<file path="src/rtl/ysyx_22050019_pkg.sv">
// Shared constants for the IFU/LSU read arbiter: FSM encodings, master indices, response codes.
package ysyx_22050019_pkg;

    localparam logic [1:0] ARB_IDLE  = 2'd0;
    localparam logic [1:0] ARB_AR    = 2'd1;
    localparam logic [1:0] ARB_R     = 2'd2;

    localparam logic       ARB_M_IFU = 1'b0;
    localparam logic       ARB_M_LSU = 1'b1;

    localparam logic [1:0] RESP_OKAY = 2'b00;

    typedef enum logic [1:0] {
        ST_IDLE = ARB_IDLE,
        ST_AR   = ARB_AR,
        ST_R    = ARB_R
    } arb_state_e;

endpackage

</file>
<file path="src/rtl/ysyx_22050019_arb_pick.sv">
// Combinational 2-way picker. YSYX_22050019_ARB_RR_EN selects round-robin on contention;
// otherwise the LSU always beats the IFU.
module ysyx_22050019_arb_pick
    import ysyx_22050019_pkg::*;
(
    input  logic [1:0] req_i,
    input  logic       last_i,
    output logic       gnt_idx_o,
    output logic       gnt_vld_o
);

    assign gnt_vld_o = |req_i;

`ifdef YSYX_22050019_ARB_RR_EN
    // On contention the master that did not win last time goes first.
    always_comb begin
        gnt_idx_o = ARB_M_IFU;
        if (&req_i)
            gnt_idx_o = ~last_i;
        else if (req_i[ARB_M_LSU])
            gnt_idx_o = ARB_M_LSU;
    end
`else
    logic unused_last;
    assign unused_last = last_i;
    assign gnt_idx_o   = req_i[ARB_M_LSU] ? ARB_M_LSU : ARB_M_IFU;
`endif

endmodule

</file>
<file path="src/rtl/ysyx_22050019_axi_rd_arb.sv">
// Two-master (IFU=0, LSU=1) single-outstanding AXI-Lite read arbiter onto one slave port.
// Define YSYX_22050019_ARB_RR_EN for round-robin arbitration; default is fixed LSU priority.
module ysyx_22050019_axi_rd_arb
    import ysyx_22050019_pkg::*;
#(
    parameter int ADDR_W = 64,
    parameter int DATA_W = 64
) (
    input  logic              clk,
    input  logic              rst_n,
    input  logic              m0_arvalid,
    input  logic [ADDR_W-1:0] m0_araddr,
    output logic              m0_arready,
    output logic              m0_rvalid,
    output logic [DATA_W-1:0] m0_rdata,
    output logic [1:0]        m0_rresp,
    input  logic              m0_rready,
    input  logic              m1_arvalid,
    input  logic [ADDR_W-1:0] m1_araddr,
    output logic              m1_arready,
    output logic              m1_rvalid,
    output logic [DATA_W-1:0] m1_rdata,
    output logic [1:0]        m1_rresp,
    input  logic              m1_rready,
    output logic              s_arvalid,
    output logic [ADDR_W-1:0] s_araddr,
    input  logic              s_arready,
    input  logic              s_rvalid,
    input  logic [DATA_W-1:0] s_rdata,
    input  logic [1:0]        s_rresp,
    output logic              s_rready,
    output logic              grant_o,
    output logic              busy_o
);

    arb_state_e        state_q, state_d;
    logic [ADDR_W-1:0] addr_q, addr_d;
    logic              grant_q, grant_d;
    logic              last;
    logic              pick_idx, pick_vld, accept, sel_rready;

    ysyx_22050019_arb_pick u_pick (
        .req_i    ({m1_arvalid, m0_arvalid}),
        .last_i   (last),
        .gnt_idx_o(pick_idx),
        .gnt_vld_o(pick_vld)
    );

    // rst_n is active-high: no grant may escape during the reset cycle.
    assign accept = (state_q == ST_IDLE) && pick_vld && !rst_n;

`ifdef YSYX_22050019_ARB_RR_EN
    logic last_q;
    always_ff @(posedge clk) begin
        if (rst_n)
            last_q <= ARB_M_LSU;
        else if (accept)
            last_q <= pick_idx;
    end
    assign last = last_q;
`else
    assign last = ARB_M_LSU;
`endif

    always_comb begin
        state_d = state_q;
        addr_d  = addr_q;
        grant_d = grant_q;
        case (state_q)
            ST_IDLE: if (accept) begin
                addr_d  = pick_idx ? m1_araddr : m0_araddr;
                grant_d = pick_idx;
                state_d = ST_AR;
            end
            ST_AR:   if (s_arready) state_d = ST_R;
            ST_R:    if (s_rvalid && s_rready) state_d = ST_IDLE;
            default: state_d = ST_IDLE;
        endcase
    end

    always_ff @(posedge clk) begin
        if (rst_n) begin
            state_q <= ST_IDLE;
            addr_q  <= '0;
            grant_q <= ARB_M_IFU;
        end else begin
            state_q <= state_d;
            addr_q  <= addr_d;
            grant_q <= grant_d;
        end
    end

    assign m0_arready = accept && (pick_idx == ARB_M_IFU);
    assign m1_arready = accept && (pick_idx == ARB_M_LSU);

    assign s_arvalid  = (state_q == ST_AR);
    assign s_araddr   = addr_q;

    assign sel_rready = grant_q ? m1_rready : m0_rready;
    assign s_rready   = (state_q == ST_R) && sel_rready;
    assign m0_rvalid  = (state_q == ST_R) && (grant_q == ARB_M_IFU) && s_rvalid;
    assign m1_rvalid  = (state_q == ST_R) && (grant_q == ARB_M_LSU) && s_rvalid;
    assign m0_rdata   = s_rdata;
    assign m1_rdata   = s_rdata;
    assign m0_rresp   = s_rresp;
    assign m1_rresp   = s_rresp;

    assign grant_o    = grant_q;
    assign busy_o     = (state_q != ST_IDLE);

endmodule

</file>
<file path="config.mk">
export PLATFORM = sky130hd
export DESIGN_NAME = ysyx_22050019_axi_rd_arb
export DESIGN_NICKNAME = d
export VERILOG_FILES = /design/src/rtl/ysyx_22050019_pkg.sv /design/src/rtl/ysyx_22050019_arb_pick.sv /design/src/rtl/ysyx_22050019_axi_rd_arb.sv
export SDC_FILE = /design/constraint.sdc
export NUM_CORES = 1
export LEC_CHECK = 0
export BUFFER_PORTS_ARGS = -buffer_cell sky130_fd_sc_hd__buf_2
export CELL_PAD_IN_SITES_DETAIL_PLACEMENT = 0
export CELL_PAD_IN_SITES_GLOBAL_PLACEMENT = 1
export CORE_AREA = 2 2 160 162
export CTS_CLUSTER_DIAMETER = 60
export DETAILED_ROUTE_END_ITERATION = 7
export DIE_AREA = 0 0 162 164
export PLACE_DENSITY = 0.69
export SLEW_MARGIN = 20
export SYNTH_ARGS = -nofsm -noshare
export SYNTH_HDL_FRONTEND = slang
export SYNTH_SLANG_ARGS = --single-unit
</file>
<file path="constraint.sdc">
create_clock -name clk -period 1.7 [get_ports clk]
set_clock_uncertainty 0.1 [all_clocks]
set_input_delay 0.34 -clock clk [delete_from_list [all_inputs] [get_ports clk]]
set_output_delay 0.34 -clock clk [all_outputs]
set_load 0.005 [all_outputs]
</file>
==> impl_metrics.env <==
export IMPL_outcome="finished clean"
export IMPL_ir_drop_uv=434.8
export IMPL_whs_path_depth=2
export IMPL_cts_clk_slew_worst_paths_ns=0.06
export IMPL_grt_pass1_vias=3368
export IMPL_drc=0
export IMPL_yosys_warnings=0
export IMPL_finalSetupViolCount=0
export IMPL_cp_end_kind="output port"
export IMPL_finalSetupTns_ns=0
export IMPL_hold_buffers=0
export IMPL_overflow=0
export IMPL_grt_start_max_net_pins=41
export IMPL_crit_arrival_ns=1.18
export IMPL_antenna_found_initial=0
export IMPL_drtIter0Drc=98
export IMPL_min_period_ns=1.618
export IMPL_fp_dieArea_um2=26570
export IMPL_die_width_um=162
export IMPL_max_slew_margin_pct=69.37
export IMPL_register_area_um2=1345
export IMPL_syn_instance_count=451
export IMPL_track_usage_pct=10.61
export IMPL_clock_root_buffer="clkbuf_16"
export IMPL_clk_latency_ns=0.33
export IMPL_synth_distinct_cells=24
export IMPL_antenna_diode_count=0
export IMPL_drt_pre_antenna_iters=4
export IMPL_grt_pass1_wl_mm=20.50
export IMPL_r2r_end="s_araddr[24]"
export IMPL_multi_input_area_um2=1897
export IMPL_syn_avg_cell_area_um2=9.885
export IMPL_ant_nets=0
export IMPL_cp_max_fo=5
export IMPL_initial_core_util_pct=17.96
export IMPL_die_y_um=164
export IMPL_rrSetupSlack_ns=0.21
export IMPL_cellPowerDensity_nw_per_um2=949.1
export IMPL_layout_drive_gt1_share_pct=59.46
export IMPL_core_rowCount=58
export IMPL_nets=721
export IMPL_reg2reg_depth=5
export IMPL_cts_sinks=67
export IMPL_ys_ff_latch=67
export IMPL_hold_end="state_q[0]"
export IMPL_core_area_um2=24820
export IMPL_hold_violations=0
export IMPL_routedWlPerCell_um=17.01
export IMPL_clk_path_buf_depth=2
export IMPL_area_growth_pct=17.82
export IMPL_min_path_type="input pin to flip-flop"
export IMPL_maxCapViolCount=0
export IMPL_ios=406
export IMPL_syn_nets=653
export IMPL_cts_max_level=3
export IMPL_power_leakage_nw=2.356
export IMPL_fin_crit_sh_pct=95.18
export IMPL_portBuffers=207
export IMPL_viasPerCell=3.961
export IMPL_cp_required_ns=1.26
export IMPL_routed_via_count=3379
export IMPL_holdCritStartpoint="s_arready"
export IMPL_startpoint_type="flip-flop"
export IMPL_ys_seq_area_share_pct=30.09
export IMPL_tightest_slew_ns=0.4595
export IMPL_n_fill_cell=2725
export IMPL_timing_worst_setup_path_type="flip-flop to output port"
export IMPL_gp_congestion=0.7060
export IMPL_total_power_mw=4.985
export IMPL_slew_viol_final=0
export IMPL_finalWirelength_mm=14.51
export IMPL_cts_buffers_inserted=9
export IMPL_synthesis_area_um2=4458
export IMPL_r2r_start="state_q[1]"
export IMPL_rsz0062_at_grt="yes"
export IMPL_fmax_mhz=618.0
export IMPL_cts_tree="yes"
export IMPL_hpwl_mm=11.36
cells by family after synthesis:
family	share of synthesized area, %
buf+inv	27.95
compound gates	25.71
flops	30.09
mux	14.59
simple gates	1.656
state kept, by name, summed over array words and instances, names as in the netlist:
signal    count
s_araddr     64
state_q       2
grant_o       1
metrics by stage:
| step | setup slack, ns | hold WS, ns | utilization (%) | cells | area [um2] |
|---|---|---|---|---|---|
| final | 0.08195 | 0.1183 | 21.16 | 853 | 5253 |
| after global routing | -0.02899 | 0.1207 | 21.16 | 853 | 5253 |
| after CTS | 0.005830 | 0.09647 | 21.10 | 852 | 5236 |
| after detailed placement | 0.1186 | 0.4124 | 19.74 | 836 | 4900 |
| after global placement | 0.09694 | 0.4047 | 19.74 | 836 | 4900 |
| after floorplan | 0.09547 | 0.3609 | - | 451 | 4458 |
critical path, cell delays in order (launching register included):
cell	delay, ns
dfxtp_2	0.39
nor2b_4	0.20
and3_1	0.16
buf_2	0.10
how the worst max path moves through the flow:
stage | startpoint | endpoint | depth (start not counted)
2_1_floorplan | rst_n | m1_arready | 5
3_3_place_gp | rst_n | m1_arready | 4
3_5_place_dp | m1_arvalid | s_araddr[33] | 5
4_1_cts | state_q[0] | m0_arready | 4
5_1_grt | state_q[1] | m0_arready | 4
6_report | state_q[1] | m1_rvalid | 3
repair_timing:
| item | 4_1_cts | 5_1_grt |
|---|---|---|
| setup endpoints to repair | 5 | 4 |
| gates resized for setup | 4 | 3 |
| setup buffers | 1 | 1 |
| pin swaps | 1 | 1 |
cell usage in the layout, fill, tap and decap left out, types with 2 or more instances in the layout:
cell type	synthesis	final
nand2_1	2	2
buf_4	136	14
clkbuf_16	0	9
a21oi_1	66	66
dfxtp_1	67	64
bufinv_16	0	2
nor2b_1	3	2
buf_2	15	205
buf_12	0	7
inv_1	2	2
a211oi_2	60	60
dfxtp_2	0	3
o21ai_0	2	2
a211oi_1	4	4
mux2i_1	65	65
report_power, final:
part	internal (mW)	switching [mW]	leakage (nW)
Sequential	1.72	0.0808	0.554
Clock	1.28	0.757	0.152
Combinational	0.544	0.598	1.65
Total	3.55	1.44	2.36
layer usage:
layer  track usage, %  part of all wire (%)
met5                0                     0
met3            5.303                    11
met4            5.350                   3.5
met1            9.974                    34
met2            19.09                    51
Yosys cell counts:
| cell type | count | area share, % |
|---|---|---|
| a2111oi_0 | 1 | 0.20 |
| a211oi_1 | 4 | 0.67 |
| a211oi_2 | 60 | 17 |
| a21oi_1 | 66 | 7.4 |
| and2_1 | 1 | 0.14 |
| and3_1 | 2 | 0.28 |
| buf_2 | 15 | 1.7 |
| buf_4 | 136 | 23 |
| buf_6 | 8 | 2.0 |
| buf_8 | 1 | 0.34 |
| clkbuf_1 | 9 | 0.76 |
| dfxtp_1 | 67 | 30 |
| inv_1 | 2 | 0.17 |
| inv_2 | 1 | 0.084 |
| mux2i_1 | 65 | 15 |
| nand2_1 | 2 | 0.17 |
| nand3b_1 | 1 | 0.17 |
| nor2_1 | 1 | 0.084 |
| nor2_2 | 1 | 0.14 |
| nor2b_1 | 3 | 0.42 |
| nor3_1 | 1 | 0.11 |
| nor4_1 | 1 | 0.14 |
| o21ai_0 | 2 | 0.22 |
| o21ba_4 | 1 | 0.36 |
area by class of cell:
cell class	instances	share of cell area [%]
well taps	330	7.861
clock buffers	9	4.288
repair buffers	226	24.20
inverters	3	0.2144
clock inverters	6	1.715
multi-input cells	212	36.11
flip-flops and latches	67	25.61
Power figures use the tool's default switching activity.
